File: src/rtl/idt_serial_prog.sv
// Serial programmer for ICS307-class clock synthesizers: shifts a configuration
// word out on sclk/data, pulses the load strobe, then waits a settle interval before asserting lock.
module idt_serial_prog #(
  parameter int unsigned      CFG_W         = 24,
  parameter logic [CFG_W-1:0] DEFAULT_CFG   = 24'h36A7EB,
  parameter bit               AUTO_START    = 1'b1,
  parameter bit               LSB_FIRST     = 1'b0,
  parameter int unsigned      SCLK_HALF     = 1,
  parameter int unsigned      STROBE_CYCLES = 2,
  parameter int unsigned      SETTLE_CYCLES = 50000
) (
  input  logic             clk,
  input  logic             rst_n,
  input  logic [CFG_W-1:0] cfg_data,
  input  logic             cfg_valid,
  output logic             cfg_ready,
  output logic             idt_iclk,
  output logic             idt_sclk,
  output logic             idt_data,
  output logic             idt_strobe,
  output logic             busy,
  output logic             locked,
  output logic             done
);

  localparam int unsigned PH_W  = $clog2(2 * SCLK_HALF + 1);
  localparam int unsigned BIT_W = $clog2(CFG_W);
  localparam int unsigned STB_W = $clog2(STROBE_CYCLES + 1);
  localparam int unsigned SET_W = $clog2(SETTLE_CYCLES + 1);

  localparam logic [PH_W-1:0]  PH_LAST  = PH_W'(2 * SCLK_HALF - 1);
  localparam logic [PH_W-1:0]  PH_HIGH  = PH_W'(SCLK_HALF);
  localparam logic [BIT_W-1:0] BIT_LAST = BIT_W'(CFG_W - 1);
  localparam logic [STB_W-1:0] STB_LAST = STB_W'(STROBE_CYCLES - 1);
  localparam logic [SET_W-1:0] SET_LAST = SET_W'(SETTLE_CYCLES - 1);
  localparam logic [SET_W-1:0] SET_MAX  = '1;

  typedef enum logic [2:0] {
    ST_START  = 3'd0,
    ST_IDLE   = 3'd1,
    ST_SHIFT  = 3'd2,
    ST_STROBE = 3'd3,
    ST_SETTLE = 3'd4,
    ST_LOCKED = 3'd5
  } state_e;

  state_e             state_q, state_d;
  logic [CFG_W-1:0]   sreg_q, sreg_d;
  logic [PH_W-1:0]    ph_q, ph_d;
  logic [BIT_W-1:0]   bit_q, bit_d;
  logic [STB_W-1:0]   stb_cnt_q, stb_cnt_d;
  logic [SET_W-1:0]   set_cnt_q, set_cnt_d;
  logic               sclk_q, sclk_d, data_q, data_d, strobe_q, strobe_d;
  logic               busy_q, busy_d, locked_q, locked_d, done_q, done_d, ready_q, ready_d;
  logic               start_s;
  logic [CFG_W-1:0]   word_s;
  logic [CFG_W-1:0]   next_sreg_s;

  function automatic logic first_bit(input logic [CFG_W-1:0] w);
    return LSB_FIRST ? w[0] : w[CFG_W-1];
  endfunction

  function automatic logic [CFG_W-1:0] advance(input logic [CFG_W-1:0] w);
    return LSB_FIRST ? {1'b0, w[CFG_W-1:1]} : {w[CFG_W-2:0], 1'b0};
  endfunction

  assign idt_iclk = clk;

  always_comb begin
    state_d     = state_q;
    sreg_d      = sreg_q;
    ph_d        = ph_q;
    bit_d       = bit_q;
    stb_cnt_d   = stb_cnt_q;
    set_cnt_d   = set_cnt_q;
    sclk_d      = sclk_q;
    data_d      = data_q;
    strobe_d    = strobe_q;
    busy_d      = busy_q;
    locked_d    = locked_q;
    done_d      = 1'b0;
    ready_d     = ready_q;
    start_s     = 1'b0;
    word_s      = '0;
    next_sreg_s = advance(sreg_q);

    case (state_q)
      ST_START: begin
        if (AUTO_START) begin
          start_s = 1'b1;
          word_s  = DEFAULT_CFG;
        end else begin
          state_d = ST_IDLE;
          ready_d = 1'b1;
        end
      end
      ST_IDLE, ST_LOCKED: begin
        if (cfg_valid && ready_q) begin
          start_s = 1'b1;
          word_s  = cfg_data;
        end else begin
          start_s = 1'b0;
        end
      end
      // Each bit: data changes on entry to the low phase, sclk rises after SCLK_HALF cycles.
      ST_SHIFT: begin
        if (ph_q == PH_LAST) begin
          ph_d   = '0;
          sclk_d = 1'b0;
          if (bit_q == BIT_LAST) begin
            state_d   = ST_STROBE;
            bit_d     = '0;
            data_d    = 1'b0;
            strobe_d  = 1'b1;
            stb_cnt_d = '0;
          end else begin
            bit_d  = bit_q + BIT_W'(1);
            sreg_d = next_sreg_s;
            data_d = first_bit(next_sreg_s);
          end
        end else begin
          ph_d   = ph_q + PH_W'(1);
          sclk_d = ((ph_q + PH_W'(1)) >= PH_HIGH);
        end
      end
      ST_STROBE: begin
        if (stb_cnt_q == STB_LAST) begin
          state_d   = ST_SETTLE;
          strobe_d  = 1'b0;
          set_cnt_d = '0;
        end else begin
          stb_cnt_d = stb_cnt_q + STB_W'(1);
        end
      end
      ST_SETTLE: begin
        if (set_cnt_q == SET_LAST) begin
          state_d  = ST_LOCKED;
          locked_d = 1'b1;
          done_d   = 1'b1;
          busy_d   = 1'b0;
          ready_d  = 1'b1;
        end else if (set_cnt_q != SET_MAX) begin
          set_cnt_d = set_cnt_q + SET_W'(1);
        end else begin
          set_cnt_d = set_cnt_q;
        end
      end
      default: begin
        state_d  = ST_START;
        sclk_d   = 1'b0;
        data_d   = 1'b0;
        strobe_d = 1'b0;
        busy_d   = 1'b0;
        locked_d = 1'b0;
        ready_d  = 1'b0;
      end
    endcase

    // Common entry into SHIFT from START, IDLE or LOCKED; first bit is presented immediately.
    if (start_s) begin
      state_d  = ST_SHIFT;
      sreg_d   = word_s;
      data_d   = first_bit(word_s);
      sclk_d   = 1'b0;
      ph_d     = '0;
      bit_d    = '0;
      busy_d   = 1'b1;
      locked_d = 1'b0;
      ready_d  = 1'b0;
    end else begin
      start_s = 1'b0;
    end
  end

  // State, counters and registered outputs.
  always_ff @(posedge clk or negedge rst_n) begin
    if (!rst_n) begin
      state_q   <= ST_START;
      sreg_q    <= '0;
      ph_q      <= '0;
      bit_q     <= '0;
      stb_cnt_q <= '0;
      set_cnt_q <= '0;
      sclk_q    <= 1'b0;
      data_q    <= 1'b0;
      strobe_q  <= 1'b0;
      busy_q    <= 1'b0;
      locked_q  <= 1'b0;
      done_q    <= 1'b0;
      ready_q   <= 1'b0;
    end else begin
      state_q   <= state_d;
      sreg_q    <= sreg_d;
      ph_q      <= ph_d;
      bit_q     <= bit_d;
      stb_cnt_q <= stb_cnt_d;
      set_cnt_q <= set_cnt_d;
      sclk_q    <= sclk_d;
      data_q    <= data_d;
      strobe_q  <= strobe_d;
      busy_q    <= busy_d;
      locked_q  <= locked_d;
      done_q    <= done_d;
      ready_q   <= ready_d;
    end
  end

  assign cfg_ready  = ready_q;
  assign idt_sclk   = sclk_q;
  assign idt_data   = data_q;
  assign idt_strobe = strobe_q;
  assign busy       = busy_q;
  assign locked     = locked_q;
  assign done       = done_q;

endmodule

File: config.mk
export PLATFORM = sky130hd
export DESIGN_NAME = idt_serial_prog
export DESIGN_NICKNAME = d
export VERILOG_FILES = /design/src/rtl/idt_serial_prog.sv
export SDC_FILE = /design/constraint.sdc
export NUM_CORES = 1
export LEC_CHECK = 0
export BUFFER_PORTS_ARGS = -buffer_cell sky130_fd_sc_hd__buf_2
export CELL_PAD_IN_SITES_DETAIL_PLACEMENT = 2
export CELL_PAD_IN_SITES_GLOBAL_PLACEMENT = 2
export CORE_ASPECT_RATIO = 1.5
export CORE_MARGIN = 2
export CORE_UTILIZATION = 32
export DETAILED_ROUTE_END_ITERATION = 7
export PLACE_DENSITY_LB_ADDON = 0.05
export SYNTH_ARGS = -nofsm -noshare
export SYNTH_HDL_FRONTEND = slang
export SYNTH_SLANG_ARGS = --single-unit
File: constraint.sdc
create_clock -name clk -period 1.95 [get_ports clk]
set_input_delay 0.0975 -clock clk [delete_from_list [all_inputs] [get_ports clk]]
set_output_delay 0.0975 -clock clk [all_outputs]
set_load 0.01 [all_outputs]
==> results.cfg <==
[worst_setup_path]
cp-start-kind = register
crit_path_max_incr_delay_ns = 0.58
crit_slowest_cell = or4_4
required_ns = 2.27
rr_worst_depth = 4
crit-reg2reg-launch = set_cnt_q[7]
cp.arrival_ns = 2.38
r2r_end = set_cnt_q[0]
crit_chain = or4b_4 -> or4_4 -> and3_4 -> mux2_2
endpoint_kind = register
crit_fanout = 5
ff2ff_setup_slack_ns = -0.11
crit_type = register to register

[route]
vias = 2930
avgViaCountPerCell = 5.30
first_pass_iters = 4
drc_errors = 0
ant_nets = 0
wl_per_cell_um = 18.3
drt_iter0_drc = 92
totalWireLength_um = 10100

[placed_design]
hpwl_um = 6960
gp_routability_congestion = 0.750
place_area_mm2 = 0.00365
port_buffers = 34

[worst_hold_path]
holdPathStages = 4
whs_endpoint = sreg_q[7]
hold_path.class = primary input to register
min-delay-start = cfg_data[7]

[floorplanning]
dieArea_mm2 = 0.0103
rows = 43
core_mm2 = 0.00925
ios = 35
fp.dieW_um = 83.4
start_util = 0.327
die_h_um = 123

[power]
switching_share = 0.211
p_int_mw = 2.35
ir_worst_vdd_v = 0.000425
p_seq_frac = 0.398
powerDensity_mw_per_mm2 = 711
comb_power_share = 0.025
p_clk_frac = 0.577
p_switching_mw = 0.629
p_leak_nw = 1.97

[sta]
setup_slack_ns = -0.110
report.final.setup_viol = 8
fin_crit_ns = 2.06
rsz0062_at_grt = yes
timing_hold_violations_final = 0
slew_violations = 0
tightest_slew_ns = 0.444
maxSlewHeadroom = 0.704
max_freq_mhz = 485
fin_skew_ns = 0.00775
period_share = 1.06
hold_ws_ns = 0.0103

[layout]
antennaDiodeCount = 0
fin_nets = 466
nFillCells = 1052
area_delta_synth_final_pct = 38.3
drive_gt1_frac = 0.324
final_design_area_no_fill_mm2 = 0.00419

[yosys]
async_flop_share = 1.00
synth_top_family_by_area = simple AND/OR/NAND/NOR gates
syn_nets = 378
syn_inst = 348
yosysSeqAreaShare = 0.471
synth_cell_type_count = 50
synth_compound_area_frac = 0.158
syn_avg_cell_area_um2 = 8.70
ys_ff_latch = 57
synthFlopType = dfrtp_1
yosysWarningCount = 0
yosys.area_share.simple = 0.276
yosys.area.top_type = dfrtp_1
synth_xor_area_frac = 0.0318
synth-edff-count = 0
synth_area_leaders = dfrtp_1 47%, nand2_1 6.8%, nor2_1 5.1%
syn_area_mm2 = 0.00303
muxShareOfSynthArea = 0.0103
synth_top_cell_area_share = 0.471
synthAdderAreaFrac = 0.0124

[clocking]
cts.reportedPaths.clkPinSlew_ns = 0.05
clk_latency_ns = 0.44
cts_tree = done

[grt]
grt_pass1_wl_um = 17000
grt_max_degree = 42
grt_use_total = 0.216
grt_pass1_vias = 3444
grt_antenna_before_repair = 0
gr-total-overflow = 0

[run_status]
status = finished with violations
violations = negative setup slack

[run]
drv_cap = 0
[power by group through the flow]
stage               logic, mW  clock network [mW]  registers (mW)
floorplan            0.000870              0.0423            1.20
global placement       0.0581              0.0310            1.20
detailed placement     0.0584              0.0310            1.20
CTS                    0.0763                1.76            1.18
global route           0.0819                1.82            1.18
finish                 0.0731                1.72            1.18
[Yosys cell counts (3+ instances only)]
cell,count
o21ai_0,24
clkbuf_1,13
nand3_1,14
or3_1,6
a31oi_1,14
and3_1,6
a21oi_1,26
nor2_1,41
or2_2,14
nor3_1,3
xnor2_1,9
dfrtp_1,57
a2111oi_0,4
nand4_1,3
buf_4,3
ha_1,3
buf_2,3
nand2b_1,3
a211oi_1,5
inv_1,5
nor2b_1,3
nand2_1,55
[per-layer routing]
layer,global-route usage,part of all wire
met3,0.0521,0.024
met5,0,0
met2,0.402,0.56
met1,0.221,0.39
met4,0.126,0.027
[how the worst max path moves through the flow]
stage,from,to,slack (ns),depth (start not counted)
2_1_floorplan,set_cnt_q[1],set_cnt_q[4],-0.06,8
3_3_place_gp,set_cnt_q[11],set_cnt_q[0],-0.09,4
3_5_place_dp,set_cnt_q[1],set_cnt_q[15],-0.17,8
4_1_cts,set_cnt_q[10],set_cnt_q[0],-0.1,4
5_1_grt,set_cnt_q[7],set_cnt_q[0],-0.14,4
6_report,set_cnt_q[7],set_cnt_q[0],-0.11,4
[state kept, by name (all words and copies together) (netlist names)]
register    cells
bit_q           5
busy            1
cfg_ready       1
done            1
idt_data        1
idt_sclk        1
idt_strobe      1
ph_q            2
set_cnt_q      16
sreg_q         23
state_q         3
stb_cnt_q       2
[what timing repair did]
action / in CTS / in global routing
hold buffers: 11 / 0
resized for setup: 14 / 9
setup endpoints to repair: 13 / 36
cloned: 0 / 0
buffers inserted: 2 / 1
endpoints found under the hold margin: 26 / 0
pin swaps: 12 / 4
[metrics by stage]
step	util	total power, mW	cells	setup WS, ns	TNS [ns]
after global routing	0.453	3.09	553	-0.135	-1.01
after floorplan	-	1.25	348	-0.0612	-0.234
after detailed placement	0.394	1.29	520	-0.172	-0.825
after global placement	0.394	1.29	520	-0.0898	-0.212
final	0.453	2.98	553	-0.110	-0.392
after CTS	0.448	3.02	552	-0.0991	-0.200
[cell usage in the layout, fill, tap and decap left out, drive strengths merged, types with 2 or more instances in the layout]
cell type / Yosys / routed
or3: 6 / 6
nor3: 4 / 4
a31oi: 14 / 14
ha: 3 / 3
nor2b: 3 / 3
xor2: 2 / 2
inv: 5 / 5
dlygate4sd3: 0 / 11
or4: 2 / 2
xnor2: 9 / 9
nor3b: 2 / 2
nor2: 41 / 41
dfrtp: 57 / 57
nand2: 55 / 55
clkinv: 0 / 4
a2111oi: 4 / 4
a211oi: 5 / 5
nand2b: 3 / 3
and3: 8 / 8
nand4: 3 / 3
nand3: 14 / 14
a21oi: 26 / 26
or2: 14 / 14
nor4: 2 / 2
and4: 2 / 2
mux2i: 2 / 2
and4b: 2 / 2
buf: 7 / 84
o21ai: 24 / 24
clkbuf: 14 / 15
a22o: 2 / 2
[layout make-up]
| class | instances | area, um2 | share of cell area |
|---|---|---|---|
| clock buffer | 16 | 317 | 0.0756 |
| clock inverter | 4 | 20.0 | 0.00478 |
| inverter | 5 | 18.8 | 0.00448 |
| multi-input combinational | 265 | 1560 | 0.372 |
| sequential | 57 | 1430 | 0.341 |
| tap | 112 | 140 | 0.0335 |
| timing repair buffer | 94 | 704 | 0.168 |
[kinds of logic after synthesis]
kind of cell	after synthesis
buffers and inverters	26
flip-flops	57
multiplexers	3
AO/OA/AOI/OAI	81
adder cells (fa/ha/maj)	3
XOR/XNOR	11
AND/OR/NAND/NOR	167
[worst max-delay path: cells and delay by family (launching register included)]
family / cells / cell delay [ns]
flops: 1 / 0.37
simple gates: 3 / 1.31
mux: 1 / 0.26
Power figures use the tool's default switching activity.
